File: config.mk
export PLATFORM = sky130hd
export DESIGN_NAME = bcp_clause_sched
export DESIGN_NICKNAME = d
export VERILOG_FILES = /design/src/rtl/bcp_clause_sched.sv
export SDC_FILE = /design/constraint.sdc
export NUM_CORES = 1
export LEC_CHECK = 0
export BUFFER_PORTS_ARGS = -buffer_cell sky130_fd_sc_hd__buf_2
export CORE_UTILIZATION = 50
export CTS_CLUSTER_DIAMETER = 40
export DETAILED_ROUTE_END_ITERATION = 8
export PLACE_DENSITY = 0.66
export SLEW_MARGIN = 25
export SYNTH_ARGS = -nofsm -noshare
export SYNTH_HDL_FRONTEND = slang
export SYNTH_SLANG_ARGS = --single-unit
File: constraint.sdc
create_clock -name clk -period 4.45 [get_ports clk]
set_input_delay 0.445 -clock clk [delete_from_list [all_inputs] [get_ports clk]]
set_output_delay 0.445 -clock clk [all_outputs]
set_load 0.03 [all_outputs]
File: src/rtl/bcp_clause_sched.sv
// bcp_clause_sched: BCP clause scan sequencer.
// Holds the current partial assignment and a small clause store. Every
// accepted assignment triggers one pass over all clauses. Unit clauses are
// reported as implications over a valid/ready handshake. The first
// conflicting clause aborts the pass.
// Optional feature macro: BCP_AUTO_IMPLY_EN. When it is defined, each
// accepted implication is also written into the assignment state, so later
// clauses in the same pass see it.

// Literal cell: the literal is true when the variable matches its polarity.
// en gates the output with "variable present and known".
module nox_and (
    input  logic a,
    input  logic b,
    input  logic en,
    output logic y
);
    assign y = en & ~(a ^ b);
endmodule

module bcp_clause_sched #(
    parameter int NUM_VARS    = 8,
    parameter int NUM_CLAUSES = 16,
    localparam int VW = $clog2(NUM_VARS),
    localparam int CW = $clog2(NUM_CLAUSES)
) (
    input  logic                clk,
    input  logic                rst_n,
    input  logic                cfg_we,
    input  logic [CW-1:0]       cfg_addr,
    input  logic [NUM_VARS-1:0] cfg_type,
    input  logic [NUM_VARS-1:0] cfg_mask,
    input  logic                asg_valid,
    output logic                asg_ready,
    input  logic [VW-1:0]       asg_var,
    input  logic                asg_val,
    input  logic                clr,
    output logic                imp_valid,
    input  logic                imp_ready,
    output logic [VW-1:0]       imp_var,
    output logic                imp_val,
    output logic [CW-1:0]       imp_clause,
    output logic                conflict,
    output logic [CW-1:0]       conflict_clause,
    output logic                scan_done
);

    typedef enum logic [1:0] {
        ST_IDLE = 2'd0,
        ST_SCAN = 2'd1,
        ST_EMIT = 2'd2
    } state_t;

    localparam logic [NUM_VARS-1:0] ONE_V    = NUM_VARS'(1);
    localparam logic [CW:0]         LAST_PTR = (CW+1)'(NUM_CLAUSES - 1);
    localparam logic [CW:0]         ONE_PTR  = (CW+1)'(1);

    state_t                state_reg;
    logic [NUM_VARS-1:0]   known_reg;
    logic [NUM_VARS-1:0]   value_reg;
    logic [CW:0]           ptr_reg;
    logic                  asg_ready_reg;
    logic                  imp_valid_reg;
    logic [VW-1:0]         imp_var_reg;
    logic                  imp_val_reg;
    logic [CW-1:0]         imp_clause_reg;
    logic                  conflict_reg;
    logic [CW-1:0]         conflict_clause_reg;
    logic                  scan_done_reg;

    logic [NUM_VARS-1:0]   type_mem [NUM_CLAUSES];
    logic [NUM_VARS-1:0]   mask_mem [NUM_CLAUSES];

    logic [NUM_VARS-1:0]   cur_type;
    logic [NUM_VARS-1:0]   cur_mask;
    logic [NUM_VARS-1:0]   sat_vec;
    logic [NUM_VARS-1:0]   free_vec;
    logic                  any_sat;
    logic                  no_free;
    logic                  one_free;
    logic                  last_clause;
    logic [VW-1:0]         free_idx;

    assign cur_type = type_mem[ptr_reg[CW-1:0]];
    assign cur_mask = mask_mem[ptr_reg[CW-1:0]];

    // One literal cell per variable; a variable with no known value is free.
    generate
        for (genvar gi = 0; gi < NUM_VARS; gi++) begin : g_lit
            nox_and u_lit (
                .a  (value_reg[gi]),
                .b  (cur_type[gi]),
                .en (cur_mask[gi] & known_reg[gi]),
                .y  (sat_vec[gi])
            );
            assign free_vec[gi] = cur_mask[gi] & ~known_reg[gi];
        end
    endgenerate

    assign any_sat     = |sat_vec;
    assign no_free     = (free_vec == '0);
    assign one_free    = !no_free && ((free_vec & (free_vec - ONE_V)) == '0);
    assign last_clause = (ptr_reg == LAST_PTR);

    // Locate the free literal. It is only used when exactly one is free.
    always_comb begin
        free_idx = '0;
        for (int i = 0; i < NUM_VARS; i++) begin
            if (free_vec[i]) free_idx = VW'(i);
        end
    end

    // Clause store: writable only while no scan is in progress.
    always_ff @(posedge clk or negedge rst_n) begin
        if (!rst_n) begin
            for (int i = 0; i < NUM_CLAUSES; i++) begin
                type_mem[i] <= '0;
                mask_mem[i] <= '0;
            end
        end else if (cfg_we && state_reg == ST_IDLE) begin
            type_mem[cfg_addr] <= cfg_type;
            mask_mem[cfg_addr] <= cfg_mask;
        end
    end

    // Scan FSM with the assignment state and all registered outputs.
    always_ff @(posedge clk or negedge rst_n) begin
        if (!rst_n) begin
            state_reg           <= ST_IDLE;
            known_reg           <= '0;
            value_reg           <= '0;
            ptr_reg             <= '0;
            asg_ready_reg       <= 1'b1;
            imp_valid_reg       <= 1'b0;
            imp_var_reg         <= '0;
            imp_val_reg         <= 1'b0;
            imp_clause_reg      <= '0;
            conflict_reg        <= 1'b0;
            conflict_clause_reg <= '0;
            scan_done_reg       <= 1'b0;
        end else begin
            conflict_reg  <= 1'b0;
            scan_done_reg <= 1'b0;
            case (state_reg)
                ST_IDLE: begin
                    if (clr) begin
                        // Backtrack to the root. A simultaneous assignment is dropped.
                        known_reg <= '0;
                        value_reg <= '0;
                    end else if (asg_valid) begin
                        known_reg[asg_var] <= 1'b1;
                        value_reg[asg_var] <= asg_val;
                        ptr_reg            <= '0;
                        asg_ready_reg      <= 1'b0;
                        state_reg          <= ST_SCAN;
                    end
                end
                ST_SCAN: begin
                    if (any_sat || (!no_free && !one_free)) begin
                        // The clause is SAT or OPEN, so it needs no action.
                        if (last_clause) begin
                            scan_done_reg <= 1'b1;
                            asg_ready_reg <= 1'b1;
                            state_reg     <= ST_IDLE;
                        end else begin
                            ptr_reg <= ptr_reg + ONE_PTR;
                        end
                    end else if (one_free) begin
                        imp_valid_reg  <= 1'b1;
                        imp_var_reg    <= free_idx;
                        imp_val_reg    <= cur_type[free_idx];
                        imp_clause_reg <= ptr_reg[CW-1:0];
                        state_reg      <= ST_EMIT;
                    end else begin
                        conflict_reg        <= 1'b1;
                        conflict_clause_reg <= ptr_reg[CW-1:0];
                        asg_ready_reg       <= 1'b1;
                        state_reg           <= ST_IDLE;
                    end
                end
                ST_EMIT: begin
                    if (imp_ready) begin
                        imp_valid_reg <= 1'b0;
`ifdef BCP_AUTO_IMPLY_EN
                        known_reg[imp_var_reg] <= 1'b1;
                        value_reg[imp_var_reg] <= imp_val_reg;
`endif
                        if (last_clause) begin
                            scan_done_reg <= 1'b1;
                            asg_ready_reg <= 1'b1;
                            state_reg     <= ST_IDLE;
                        end else begin
                            ptr_reg   <= ptr_reg + ONE_PTR;
                            state_reg <= ST_SCAN;
                        end
                    end
                end
                default: begin
                    asg_ready_reg <= 1'b1;
                    state_reg     <= ST_IDLE;
                end
            endcase
        end
    end

    assign asg_ready       = asg_ready_reg;
    assign imp_valid       = imp_valid_reg;
    assign imp_var         = imp_var_reg;
    assign imp_val         = imp_val_reg;
    assign imp_clause      = imp_clause_reg;
    assign conflict        = conflict_reg;
    assign conflict_clause = conflict_clause_reg;
    assign scan_done       = scan_done_reg;

endmodule

==> impl_metrics.py <==
metrics = {
    "setup_path": {
        "critPathCaptureType": "flop",
        "crit_path_max_fanout": 39,
        "worstPathRequired_ns": 4.85,
        "path_cells": "buf_4 > mux4_2 > a22oi_1 > nand2_1 > xnor2_1 > a32o_1 > nor3_1 > and3_4 > and2_1 > mux2_1",
        "r2r-start": "ptr_reg[0]$_DFFE_PN0P_",
        "worstSetupStartpoint": "ptr_reg[0]$_DFFE_PN0P_",
        "r2r_cells": 10,
        "startpoint_type": "flop",
        "slowest_delay_ns": 0.93,
        "arrival_ns": 4.38,
        "cp_slowest_cell": "dfrtp_4",
        "critical_path_class": "reg -> reg",
        "r2r_slack_ns": 0.47,
        "endpoint": "imp_var[0]$_DFFE_PN0P_",
        "r2r_end": "imp_var[0]$_DFFE_PN0P_",
    },
    "sta": {
        "period_needed_ns": 3.98,
        "relSlewSlack": 0.359,
        "skew_ns": 0.0264,
        "setup_viol": 0,
        "whs_ns": -0.0544,
        "maxSlewViolCount": 0,
        "fin_crit_sh": 0.894,
        "finalHoldViolations": 18,
        "tightest_slew_ns": 0.959,
        "fmax_ghz": 0.251,
        "fin_setup_tns_ns": 0,
        "rsz0062_at_grt": "false",
    },
    "routing": {
        "wirelength_mm": 34.5,
        "wire_per_inst_um": 23.9,
        "first_pass_iters": 5,
        "drt_iter0_markers": 672,
        "routed_via_density": 5.91,
        "post-route-drc-count": 0,
        "ant_nets": 0,
        "vias": 8539,
    },
    "cells_and_area": {
        "fillers": 2123,
        "fin_nets": 1074,
        "area_growth_pct": 15.5,
        "mostFrequentLayoutCells": "291 x dfrtp_1, 260 x mux2_2, 62 x mux2i_1, 44 x clkbuf_16, 44 x buf_2",
        "utilization": 0.593,
        "top_regs": "mask_mem (128), type_mem (128)",
        "layout-drive-gt1-share": 0.444,
        "layout_commonest_cell": "dfrtp_1",
        "design_area_um2": 16100,
        "instances_no_fill": 1444,
    },
    "global_route": {
        "grt_usage": 0.254,
        "grt_first_pass_wirelength_mm": 54.0,
        "antenna_found_initial": 1,
        "grt_pass1_vias": 8782,
        "overflow": 0,
        "grt_max_degree": 119,
    },
    "die": {
        "die_area_um2": 28500,
        "io-pin-count": 46,
        "die_y_um": 169,
        "num_rows": 60,
        "die_w_um": 169,
        "coreArea_um2": 27100,
        "initial_core_util": 0.513,
    },
    "cts": {
        "clk_latency_ns": 0.54,
        "ctsHoldBuffers": 0,
        "cts.repair.resized": 0,
        "cts_max_path_buffers": 3,
        "cts_max_level": 2,
        "cts_tree": "built",
        "post_cts_buffers": 0,
        "clkTransAtPathRegs_ns": 0.05,
        "cts_buffers": 43,
        "cts_sinks": 295,
        "ctsRootBufferMaster": "clkbuf_16",
    },
    "job": {
        "drv_cap": 0,
    },
    "synth": {
        "ys_warn_count": 0,
        "syn-cell-area_um2": 13900,
        "synthCells": 984,
        "synth_flop_cell": "dfrtp_1",
        "synthArstFlopShare": 1.00,
        "synth.distinct_cells": 60,
        "synth_fp_nets": 1020,
        "syn_avg_cell_area_um2": 14.1,
        "synth_seq_cells": 295,
        "seq_area_frac_synth": 0.531,
        "synth_edf_count": 0,
    },
    "place": {
        "placed_cell_area_um2": 14600,
        "portBuffers": 45,
        "dp_hpwl_mm": 20.3,
        "place.gp.congestion": 0.882,
        "place_inst": 1365,
    },
    "power": {
        "leakagePower_uw": 0.00721,
        "peakVddDrop_v": 0.000313,
        "power.density_nw_per_um2": 759,
    },
    "min_path": {
        "hp-class": "in -> async",
    },
    "run_status": {
        "status": "finished, violations left",
        "failed_checks": "hold timing",
    },
}
==> routing by layer <==
metal | part of all wire | up-vias | global-route usage
met3 | 0.046 | 69 | 0.0435
met4 | 0.030 | 0 | 0.0798
li1 | - | 3776 | -
met5 | 0 | - | 0
met2 | 0.44 | 211 | 0.374
met1 | 0.48 | 4483 | 0.383
==> cells by family after synthesis <==
group / share of synthesized area
simple gates: 0.0481
xor+xnor: 0.00504
compound gates: 0.0494
buf+inv: 0.0292
mux: 0.331
flops: 0.531
fa+ha+maj: 0.00621
==> synth_stat cells, types with 3 or more instances <==
library cell	count	area, um^2
a221oi_1	14	123
ha_1	6	75.1
a211oi_1	3	22.5
a21oi_1	6	30.0
and3_1	4	25.0
nand2_1	33	124
xor2_1	3	26.3
o21ai_0	12	60.1
mux4_1	5	131
mux4_2	36	811
nand2b_1	12	75.1
mux2_2	260	2930
o21a_1	9	67.6
a22o_1	8	70.1
dfrtp_1	294	7360
buf_6	9	101
a21o_1	3	22.5
nor2b_1	9	56.3
a22oi_1	17	128
mux2_1	10	113
clkbuf_1	43	161
and2_1	6	37.5
nor2_1	29	109
buf_2	8	40.0
o211ai_1	3	22.5
nand3_1	13	65.1
xnor2_1	5	43.8
o21ai_1	4	20.0
inv_1	10	37.5
buf_4	5	37.5
nor3_1	5	25.0
mux2i_1	62	621
==> stage by stage <==
step,worst slack [ns],power (uW)
5_1_grt,0.185,12900
4_1_cts,0.463,12200
3_5_place_dp,0.479,8780
6_report,0.472,12200
2_1_floorplan,1.46,7740
3_3_place_gp,0.551,8660
==> critical path: cells and delay by family, from the launching register on <==
| family | cells | cell delay, ns |
|---|---|---|
| multiplexers | 2 | 0.89 |
| buffers and inverters | 1 | 0.36 |
| AND/OR/NAND/NOR | 4 | 1.11 |
| flip-flops | 1 | 0.93 |
| XOR/XNOR | 1 | 0.16 |
| AO/OA/AOI/OAI | 2 | 0.40 |
==> where the power goes <==
| part | internal [uW] | leakage (uW) | switching [uW] |
|---|---|---|---|
| clock network | 2130 | 0.000716 | 1280 |
| registers | 3870 | 0.00380 | 730 |
| logic | 2200 | 0.00269 | 1970 |
| total | 8200 | 0.00721 | 3990 |
==> layout make-up <==
cell class	instances	area, um^2	area share
Sequential cell	295	7390	0.460
Tap cell	372	465	0.0290
Multi-Input combinational cell	611	6170	0.384
Inverter	10	37.5	0.00234
Clock buffer	53	1200	0.0750
Timing Repair Buffer	77	513	0.0319
Clock inverter	25	274	0.0171
Antenna cell	1	2.50	0.000156
==> how the worst min path moves through the flow <==
stage	from	to	slack (ns)	cells after the start
final	rst_n	mask_mem[26]$_DFFE_PN0P_	-0.05	1
after global routing	rst_n	mask_mem[26]$_DFFE_PN0P_	0.04	1
after CTS	rst_n	mask_mem[106]$_DFFE_PN0P_	0.01	1
after detailed placement	imp_clause[0]$_DFFE_PN0P_	imp_clause[0]$_DFFE_PN0P_	0.48	1
after global placement	imp_var[0]$_DFFE_PN0P_	imp_var[0]$_DFFE_PN0P_	0.47	1
after floorplan	rst_n	conflict$_DFF_PN0_	0.15	0
Power figures use the tool's default switching activity.
